===== src/rtl/seq_multiplier.sv =====
`default_nettype none
// ============================================================================
// Module   : seq_multiplier
// Purpose  : Iterative unsigned/signed multiplier with valid/ready on both
//            sides. It retires BITS_PER_CYCLE multiplier bits per clock.
//            Optional early termination: define SEQ_MULT_EARLY_TERM_EN.
// Revision : 1.0 - initial release
// ============================================================================
module seq_multiplier #(
    parameter int PARALLELISM    = 8,
    parameter int BITS_PER_CYCLE = 1
) (
    input  logic                       clk,
    input  logic                       rst,
    input  logic                       in_valid,
    output logic                       in_ready,
    input  logic [PARALLELISM-1:0]     multiplier,
    input  logic [PARALLELISM-1:0]     multiplicand,
    input  logic                       signed_mode,
    output logic                       out_valid,
    input  logic                       out_ready,
    output logic [2*PARALLELISM-1:0]   product
);

    localparam int c_iters = PARALLELISM / BITS_PER_CYCLE;
    localparam int c_cnt_w = (c_iters > 1) ? $clog2(c_iters) : 1;
    localparam int c_prod_w = 2 * PARALLELISM;

    typedef enum logic [1:0] {
        S_IDLE = 2'd0,
        S_BUSY = 2'd1,
        S_DONE = 2'd2
    } state_t;

    state_t                   r_state;
    state_t                   w_state_next;

    logic [PARALLELISM-1:0]   r_rem;
    logic [c_prod_w-1:0]      r_mcand_sh;
    logic [c_prod_w-1:0]      r_acc;
    logic [c_prod_w-1:0]      r_product;
    logic                     r_neg;
    logic [c_cnt_w-1:0]       r_iter;

    logic                     w_accept;
    logic [PARALLELISM-1:0]   w_a_mag;
    logic [PARALLELISM-1:0]   w_b_mag;
    logic [c_prod_w-1:0]      w_digit;
    logic [c_prod_w-1:0]      w_partial;
    logic [c_prod_w-1:0]      w_acc_next;
    logic [PARALLELISM-1:0]   w_rem_next;
    logic                     w_cnt_last;
    logic                     w_last;

    assign w_accept = (r_state == S_IDLE) && in_valid;

    // Unary minus of the most negative value yields 2^(P-1), which is the
    // correct unsigned magnitude in P bits.
    assign w_a_mag = (signed_mode && multiplier[PARALLELISM-1])   ? -multiplier   : multiplier;
    assign w_b_mag = (signed_mode && multiplicand[PARALLELISM-1]) ? -multiplicand : multiplicand;

    assign w_digit    = {{(c_prod_w-BITS_PER_CYCLE){1'b0}}, r_rem[BITS_PER_CYCLE-1:0]};
    assign w_partial  = r_mcand_sh * w_digit;
    assign w_acc_next = r_acc + w_partial;
    assign w_rem_next = r_rem >> BITS_PER_CYCLE;
    assign w_cnt_last = (r_iter == c_cnt_w'(c_iters - 1));

`ifdef SEQ_MULT_EARLY_TERM_EN
    assign w_last = w_cnt_last || (w_rem_next == '0);
`else
    assign w_last = w_cnt_last;
`endif

    always_ff @(posedge clk) begin
        if (rst) begin
            r_state <= S_IDLE;
        end else begin
            r_state <= w_state_next;
        end
    end

    always_comb begin
        w_state_next = r_state;
        in_ready     = 1'b0;
        out_valid    = 1'b0;
        case (r_state)
            S_IDLE: begin
                in_ready = 1'b1;
                if (in_valid) begin
                    w_state_next = S_BUSY;
                end
            end
            S_BUSY: begin
                if (w_last) begin
                    w_state_next = S_DONE;
                end
            end
            S_DONE: begin
                out_valid = 1'b1;
                if (out_ready) begin
                    w_state_next = S_IDLE;
                end
            end
            default: begin
                w_state_next = S_IDLE;
            end
        endcase
    end

    // The multiplicand is pre-shifted each iteration so the k*BITS_PER_CYCLE
    // alignment never needs a variable shifter.
    always_ff @(posedge clk) begin
        if (rst) begin
            r_rem      <= '0;
            r_mcand_sh <= '0;
            r_acc      <= '0;
            r_product  <= '0;
            r_neg      <= 1'b0;
            r_iter     <= '0;
        end else if (w_accept) begin
            r_rem      <= w_a_mag;
            r_mcand_sh <= {{PARALLELISM{1'b0}}, w_b_mag};
            r_acc      <= '0;
            r_neg      <= signed_mode & (multiplier[PARALLELISM-1] ^ multiplicand[PARALLELISM-1]);
            r_iter     <= '0;
        end else if (r_state == S_BUSY) begin
            r_acc      <= w_acc_next;
            r_rem      <= w_rem_next;
            r_mcand_sh <= r_mcand_sh << BITS_PER_CYCLE;
            r_iter     <= r_iter + c_cnt_w'(1);
            if (w_last) begin
                r_product <= r_neg ? -w_acc_next : w_acc_next;
            end
        end
    end

    assign product = r_product;

endmodule
`default_nettype wire


===== config.mk =====
export PLATFORM = sky130hd
export DESIGN_NAME = seq_multiplier
export DESIGN_NICKNAME = d
export VERILOG_FILES = /design/src/rtl/seq_multiplier.sv
export SDC_FILE = /design/constraint.sdc
export NUM_CORES = 1
export LEC_CHECK = 0
export ABC_AREA = 0
export CAP_MARGIN = 20
export CORE_MARGIN = 3
export CORE_UTILIZATION = 50
export DETAILED_ROUTE_END_ITERATION = 10
export PLACE_DENSITY = 0.72
export SLEW_MARGIN = 20
export SYNTH_ARGS = -nofsm -noshare
export SYNTH_HDL_FRONTEND = slang
export SYNTH_SLANG_ARGS = --single-unit

===== constraint.sdc =====
create_clock -name clk -period 3.8 [get_ports clk]
set_input_delay 0.76 -clock clk [delete_from_list [all_inputs] [get_ports clk]]
set_output_delay 0.76 -clock clk [all_outputs]
set_load 0.01 [all_outputs]

# ---- Yosys cells after proc, flatten, opt, wreduce, memory -nomap -nowiden
# Cells that the tools add are included.
# Widths: inputs -> output; s select.
dict set report totals {
  inputBits 21
  ff_bits 62
  out_inout_bits 18
  word_cells 44
}
dict set report op_classes {
  n_mux 13
  mul 1
  n_addsub 5
  n_reduce_logical 8
  eq_ne 6
  n_bitwise 3
}
# operator n
set ops {}
lappend ops {{$mux 8} 6}
lappend ops {{$add 16x16->16} 1}
lappend ops {{$mul 16x1->16} 1}
lappend ops {{$mux 16} 1}
lappend ops {{$neg 16->16} 1}
lappend ops {{$neg 8->8} 2}
lappend ops {{$mux 2} 3}
lappend ops {{$ne 2x2->1 const B} 3}
lappend ops {{$pmux 2 s3} 1}
lappend ops {{$reduce_and 3->1} 2}
lappend ops {{$add 3x1->3 const B} 1}
lappend ops {{$eq 3x3->1 const B} 1}
lappend ops {{$logic_and 1x1->1} 3}
lappend ops {{$eq 2x1->1 const B} 1}
lappend ops {{$eq 2x2->1 const B} 1}
lappend ops {{$logic_not 2->1} 1}
lappend ops {{$mux 1} 2}
lappend ops {{$reduce_bool 2->1} 1}
lappend ops {{$reduce_or 2->1} 1}
lappend ops {{$and 1x1->1} 1}
lappend ops {{$not 1->1} 1}
lappend ops {{$xor 1x1->1} 1}

# ---- Logic depth before layout (Yosys ltp)
# Gate-level depths: netlist (run 1).
dict set report logic_depth {
  ltp_word 4
  depth_mapped 14
  depth_no_buf 13
}

# ---- Least setup slack after synthesis (run 1)
# Ideal clock, no wire load.
dict set report synth_timing {
  path_type {reg2reg}
  start {register r_rem[0]}
  end {register r_product[13], in the netlist product[13]}
  arrival_ns 3.017
  path_buffers 1
  path_slack_ns 0.697
  synth_period_minus_slack_ns 3.103
  path_stages_with_launch 14
  cell_sequence {dfxtp_1 clkbuf_1 and2_1 ha_1 inv_1 fa_1 xor2_1 nand3_1 or3_1 a21oi_1 nand4_1 o31a_1 xnor2_1 a211oi_1}
}
dict set report synth_between {
  elab_chain_cells 4
}
# element line_no
set synth_rtl {}
lappend synth_rtl {{from (decl)} 38} ;# logic [PARALLELISM-1:0] r_rem;
lappend synth_rtl {{from (signal assigned)} 121} ;# r_rem <= w_a_mag;
lappend synth_rtl {{from (signal assigned)} 128} ;# r_rem <= w_rem_next;
lappend synth_rtl {{$mul 16x1->16 (*)} 63} ;# assign w_partial = r_mcand_sh * w_digit;
lappend synth_rtl {{$add 16x16->16 (*)} 64} ;# assign w_acc_next = r_acc + w_partial;
lappend synth_rtl {{$neg 16->16} 132} ;# r_product <= r_neg ? -w_acc_next : w_acc_next;
lappend synth_rtl {{$mux 16 (*)} 132}
lappend synth_rtl {{to (signal assigned)} 132}
lappend synth_rtl {{to (decl)} 41} ;# logic [c_prod_w-1:0] r_product;
# Every way passes the cells marked *; elsewhere a longest branch is shown, timed or not.
# A chain may end at the register's enable or synchronous reset.

# ---- Worst setup path in the final report (run 1)
# Ends and elaborated chain as after synthesis.

==> impl_metrics.yaml, run 1 <==
setup_path:
  r2r-end: "product[13]"
  worstPathCellList: "and2_1, ha_1, inv_1, fa_1, xor2_1, nand3_1, or3_1, a21oi_1, nand4_1, o31a_1, xnor2_1, a211oi_1"
  crit_type: "reg2reg"
  reg2regPathDepth: 12
  crit_fanout: 17
  rr_startpoint: "r_rem[0]"
  cp_data_required_time_ns: 4.07
  regToRegSetupSlack_ns: 0.32
  critPathMaxStageDelay_ns: 0.58
  critPathCaptureType: "flip-flop"
  cp-start-kind: "flip-flop"
  startpoint: "r_rem[0]"
  worst_ep_arrival_time_ns: 3.75
  cp_slowest_cell: "dfxtp_1"
timing:
  min_period_over_period: 0.916
  tightest_slew_ns: 0.755
  rsz0062_at_grt: "false"
  slew_headroom: 0.496
  hold_ws_ns: 0.458
  hold_viol_final: 0
  finalSetupViolCount: 0
  min_period_ns: 3.48
  finalSetupTns_ns: 0
  fin_ws_ns: 0.321
  clock.fmax_ghz: 0.287
  maxSlewViolCount: 0
  final.setup_skew_ns: 0.0127
logic_synthesis:
  synth_cell_type_count: 53
  yosys.area_share.simple: 0.253
  synth_ff_type: "dfxtp_1"
  synth-async-reset-ratio: 0
  synth-adder-area-share: 0.0708
  netlist_instances: 494
  synth.mux.area_fraction: 0.00262
  synth-compound-area-share: 0.208
  ys_warn_count: 0
  syn-num-nets: 536
  yosysSeqAreaShare: 0.325
  synth_edf_count: 0
  netlist_area_mm2: 0.00382
  postSynthAreaPerCell_um2: 7.73
  synth_top_family_by_area: "simple AND/OR/NAND/NOR gates"
  synth-xor-area-share: 0.0894
  ys_seq_elements: 62
job:
  maxCapViolCount: 0
drt:
  wl_per_cell_um: 14.1
  antenna_left: 0
  firstDrtPassIters: 4
  first_iter_violations: 254
  avgViaCountPerCell: 5.59
  drc: 0
  num_vias: 3494
  routed_wl_um: 8800
global_route:
  track_usage: 0.212
  grt_pass1_wl_um: 14900
  grt_pass1_vias: 3317
  grt_max_degree: 43
  antenna_found_initial: 0
  grt-ovfl-total: 0
clock_network:
  cts.clk_slew.worst_paths_ns: 0.07
  cts.sinks: 62
  cts_tree: "done"
  cts_made_buffers: 9
  holdBufCountCts: 0
  cts_buffer_depth: 2
  post_cts.repair.setup_buffers: 0
  insertion_delay_ns: 0.35
  cts_resized: 0
  root_buffer: "clkbuf_8"
  cts_max_level: 3
floorplan:
  dieArea_mm2: 0.00872
  start_util: 0.521
  ios: 39
  coreArea_mm2: 0.00733
  die_h_um: 93.4
  placementRows: 31
  die_w_um: 93.4
layout:
  antennaDiodeCount: 0
  area_delta_synth_final_pct: 15.2
  finalNonFillerCells: 625
  finalNetCount: 563
  drive_above_1_share: 0.0627
place:
  pre_cts_slack_ns: 0.383
  io_buffers: 38
  dp.cells: 609
  dp_hpwl_um: 6410
  gp_congestion: 0.826
min_path:
  min_to: "r_mcand_sh[15]"
  holdPathStages: 2
  worstHoldStart: "r_mcand_sh[15]"
  hp-class: "reg2reg"
pwr:
  power.density_mw_per_mm2: 314
  leakagePower_nw: 1.70
  vdd_drop_max_mv: 0.182
status:
  status: "complete, no violations"
[state kept, by name, summed over array words and instances, names as in the netlist]
signal and flops:
r_state 2, r_neg 1, r_iter 3, r_acc 16, r_mcand_sh 16, product 16, r_rem 8
[cells in the mapped netlist, types with 4 or more instances]
| master | number | area (um^2) |
|---|---|---|
| nand2_1 | 92 | 345 |
| a211oi_1 | 14 | 105 |
| o21ai_0 | 11 | 55.1 |
| clkbuf_1 | 20 | 75.1 |
| nor3_1 | 13 | 65.1 |
| and2_1 | 17 | 106 |
| a21boi_0 | 4 | 30.0 |
| nand2b_1 | 6 | 37.5 |
| a311oi_1 | 12 | 105 |
| xnor2_1 | 15 | 131 |
| and3_1 | 4 | 25.0 |
| dfxtp_1 | 62 | 1240 |
| xor2_1 | 24 | 210 |
| ha_1 | 20 | 250 |
| inv_1 | 12 | 45.0 |
| nand3_1 | 10 | 50.1 |
| a21oi_1 | 50 | 250 |
| nor2b_1 | 4 | 25.0 |
| nor2_1 | 45 | 169 |
| buf_6 | 4 | 45.0 |
| a31oi_1 | 7 | 43.8 |
[placed cells by master (no fill, tap or decap), types with 5 or more instances in the layout]
cell type | netlist | final
nand2_1 | 92 | 92
dfxtp_1 | 62 | 62
a21oi_1 | 50 | 50
nor2_1 | 45 | 45
clkdlybuf4s50_1 | 0 | 38
xor2_1 | 24 | 24
ha_1 | 20 | 20
and2_1 | 17 | 17
xnor2_1 | 15 | 15
a211oi_1 | 14 | 14
nor3_1 | 13 | 13
inv_1 | 12 | 12
a311oi_1 | 12 | 12
o21ai_0 | 11 | 11
nand3_1 | 10 | 10
clkbuf_8 | 0 | 10
a31oi_1 | 7 | 7
buf_4 | 1 | 7
nand2b_1 | 6 | 5
[layer usage]
layer,global-route usage,routed length (um),up-vias
met5,0,0,-
met4,0.100,174,0
met3,0.0491,481,14
met2,0.350,4180,83
met1,0.260,3960,1628
li1,-,-,1769
[worst max-delay path by stage]
| stage | slack, ns | end | depth (start not counted) |
|---|---|---|---|
| floorplan | 0.70 | product[13] | 13 |
| global placement | 0.52 | product[13] | 12 |
| detailed placement | 0.38 | product[13] | 12 |
| CTS | 0.34 | product[13] | 12 |
| global route | 0.01 | product[13] | 12 |
| finish | 0.32 | product[13] | 12 |
[report_power, final]
group | switching, mW | internal (mW)
registers | 0.0175 | 0.669
clock network | 0.257 | 0.251
logic | 0.110 | 0.0766
[kinds of logic after synthesis]
| group | after synthesis |
|---|---|
| DFF | 62 |
| and+or+nand+nor | 209 |
| AOI/OAI and AO/OA | 121 |
| xor gates and xnor gates | 39 |
| buffers and inverters | 41 |
| adders and majority gates | 21 |
| muxes | 1 |
[per-stage QoR]
step / total power, mW / area [um^2] / utilization
floorplan: 0.822 / 3820 / -
global placement: 0.881 / 4230 / 0.577
detailed placement: 0.886 / 4230 / 0.577
CTS: 1.40 / 4400 / 0.600
global route: 1.45 / 4400 / 0.600
finish: 1.38 / 4400 / 0.600
[layout make-up]
type | count | area, um^2
sequential | 62 | 1240
clock buffer | 12 | 145
fill | 688 | 2930
clock inverter | 4 | 22.5
inverter | 12 | 45.0
timing repair buffer | 45 | 433
multi-input combinational | 391 | 2390
tap | 99 | 124
[critical path: cells and delay by family, from the launching register on]
kind / cells / cell delay, ns
fa+ha+maj: 2 / 0.59
simple gates: 4 / 0.94
compound gates: 3 / 0.76
buf+inv: 1 / 0.06
xor+xnor: 2 / 0.47
flops: 1 / 0.58
Note: power is estimated with default switching activity, not from simulation.
==> inputs of run 2 (changes only) <==
--- a/config.mk
+++ b/config.mk
@@ -8,9 +8,9 @@
 export ABC_AREA = 0
 export CAP_MARGIN = 20
 export CORE_MARGIN = 3
-export CORE_UTILIZATION = 50
+export CORE_UTILIZATION = 57
 export DETAILED_ROUTE_END_ITERATION = 10
-export PLACE_DENSITY = 0.72
+export PLACE_DENSITY = 0.8
 export SLEW_MARGIN = 20
 export SYNTH_ARGS = -nofsm -noshare
 export SYNTH_HDL_FRONTEND = slang
==> run 2 against run 1 <==
  * Flip-flop and latch count is the same
  * Worst setup slack lost 0.012 ns
  * Design area increased by 0.43%
  * Total power rose by 9.2%
==> impl_metrics.yaml, run 2 (synthesis results as in run 1) <==
status:
  status: "complete, no violations"
clock_network:
  cts_buffer_depth: 2
  cts.sinks: 62
  root_buffer: "clkbuf_8"
  insertion_delay_ns: 0.35
  cts_made_buffers: 9
  holdBufCountCts: 0
  cts_max_level: 3
  cts.clk_slew.worst_paths_ns: 0.08
  cts_resized: 0
  post_cts.repair.setup_buffers: 0
  cts_tree: "done"
drt:
  firstDrtPassIters: 4
  drc: 0
  routed_wl_um: 8890
  antenna_left: 0
  wl_per_cell_um: 14.7
  first_iter_violations: 214
  num_vias: 3460
  avgViaCountPerCell: 5.74
layout:
  fill_cells: 522
  antennaDiodeCount: 0
  drive_above_1_share: 0.0646
  area_delta_synth_final_pct: 15.7
  final_common_cell: "nand2_1"
  mostFrequentLayoutCells: "nand2_1 (92), dfxtp_1 (62), a21oi_1 (50)"
  finalNetCount: 563
pwr:
  power.internal_mw: 1.11
  power.switching_uw: 396
  power.density_mw_per_mm2: 341
  vdd_drop_max_mv: 0.228
  swShare: 0.262
  pwr-share-comb: 0.123
  clkPwrFrac: 0.422
  leakagePower_nw: 1.72
  seqPwrFrac: 0.455
global_route:
  grt-ovfl-total: 0
  grt_max_degree: 43
  track_usage: 0.239
  grt_pass1_wl_um: 14600
  grt_pass1_vias: 3172
  antenna_found_initial: 0
timing:
  finalSetupTns_ns: 0
  finalSetupViolCount: 0
  clock.fmax_ghz: 0.286
  hold_viol_final: 0
  hold_ws_ns: 0.459
  maxSlewViolCount: 0
  min_period_ns: 3.49
  rsz0062_at_grt: "false"
  tightest_slew_ns: 0.761
  final.setup_skew_ns: 0.0116
  min_period_over_period: 0.919
  slew_headroom: 0.493
setup_path:
  crit_type: "reg2reg"
  critPathCaptureType: "flip-flop"
  cp_data_required_time_ns: 4.05
  worst_ep_arrival_time_ns: 3.74
  crit_fanout: 17
  worstPathCellList: "and2_1, ha_1, inv_1, fa_1, xor2_1, nand3_1, or3_1, a21oi_1, nand4_1, o31a_1, xnor2_1, a211oi_1"
  cp_slowest_cell: "dfxtp_1"
  cp-start-kind: "flip-flop"
  critPathMaxStageDelay_ns: 0.59
floorplan:
  die_h_um: 87.9
  placementRows: 29
  dieArea_mm2: 0.00772
  coreArea_mm2: 0.00642
  die_w_um: 87.9
  start_util: 0.595
  ios: 39
place:
  io_buffers: 38
  gp_congestion: 0.903
  dp_hpwl_um: 6370
min_path:
  hp-class: "reg2reg"
job:
  maxCapViolCount: 0
==> run 2: changes by cell type in the layout (fill, tap and decap cells not counted) <==
cell,before,now
clkbuf_1,2,1
bufinv_16,0,2
clkinv_4,0,1
clkbuf_8,10,9
clkinv_2,3,2
==> run 2: power groups by stage <==
stage	Combinational [mW]	Clock, mW	Sequential [mW]
final	0.185	0.637	0.687
after CTS	0.184	0.642	0.686
after detailed placement	0.182	0	0.701
after global placement	0.179	0	0.700
after floorplan	0.129	0	0.693
after global routing	0.204	0.672	0.689
==> run 2: critical path, delay by kind of cell (launching register included) <==
family | cells | cell delay, ns
buffers and inverters | 1 | 0.06
AND/OR/NAND/NOR | 4 | 0.92
flip-flops | 1 | 0.59
adder cells (fa/ha/maj) | 2 | 0.61
AO/OA/AOI/OAI | 3 | 0.71
XOR/XNOR | 2 | 0.51
==> run 2: metal layers <==
metal	wire length, um	vias up	GRT usage
met2	4240	70	0.391
met4	100	0	0.0781
met3	403	7	0.0405
met1	4140	1612	0.320
li1	-	1771	-
met5	0	-	0
==> run 2: cell type report <==
cell class                 instances  area, um^2  share of cell area
sequential                        62        1240               0.281
timing repair buffer              45         433              0.0980
clock buffer                      10         128              0.0289
clock inverter                     6        86.3              0.0195
inverter                          12        45.0              0.0102
tap                               77        96.3              0.0218
multi-input combinational        391        2390               0.541
==> run 2: worst paths after layout <==
check / startpoint / slack [ns] / cells after the start / to
worst max-delay path: r_rem[0] / 0.31 / 12 / product[13]
worst min-delay path: product[6] / 0.46 / 2 / product[6]
worst max register to register: r_rem[0] / 0.31 / 12 / product[13]
worst min register to register: product[6] / 0.46 / 2 / product[6]
==> run 2: per-stage QoR <==
step | power (mW) | utilization | instance area, um^2 | worst slack, ns | instances
3_3_place_gp | 0.879 | 0.654 | 4200 | 0.581 | 587
5_1_grt | 1.57 | 0.688 | 4420 | 0.0513 | 603
4_1_cts | 1.51 | 0.688 | 4420 | 0.302 | 603
2_1_floorplan | 0.822 | - | 3820 | 0.697 | 494
3_5_place_dp | 0.883 | 0.654 | 4200 | 0.414 | 587
6_report | 1.51 | 0.688 | 4420 | 0.309 | 603
==> inputs of run 3 (changes only) <==
--- a/config.mk
+++ b/config.mk
@@ -9,6 +9,7 @@
 export CAP_MARGIN = 20
 export CORE_MARGIN = 3
 export CORE_UTILIZATION = 57
+export CTS_CLUSTER_DIAMETER = 120
 export DETAILED_ROUTE_END_ITERATION = 10
 export PLACE_DENSITY = 0.8
 export SLEW_MARGIN = 20
==> results of run 3 <==
No change in the layout: final DEF, timing and power equal those of run 2.
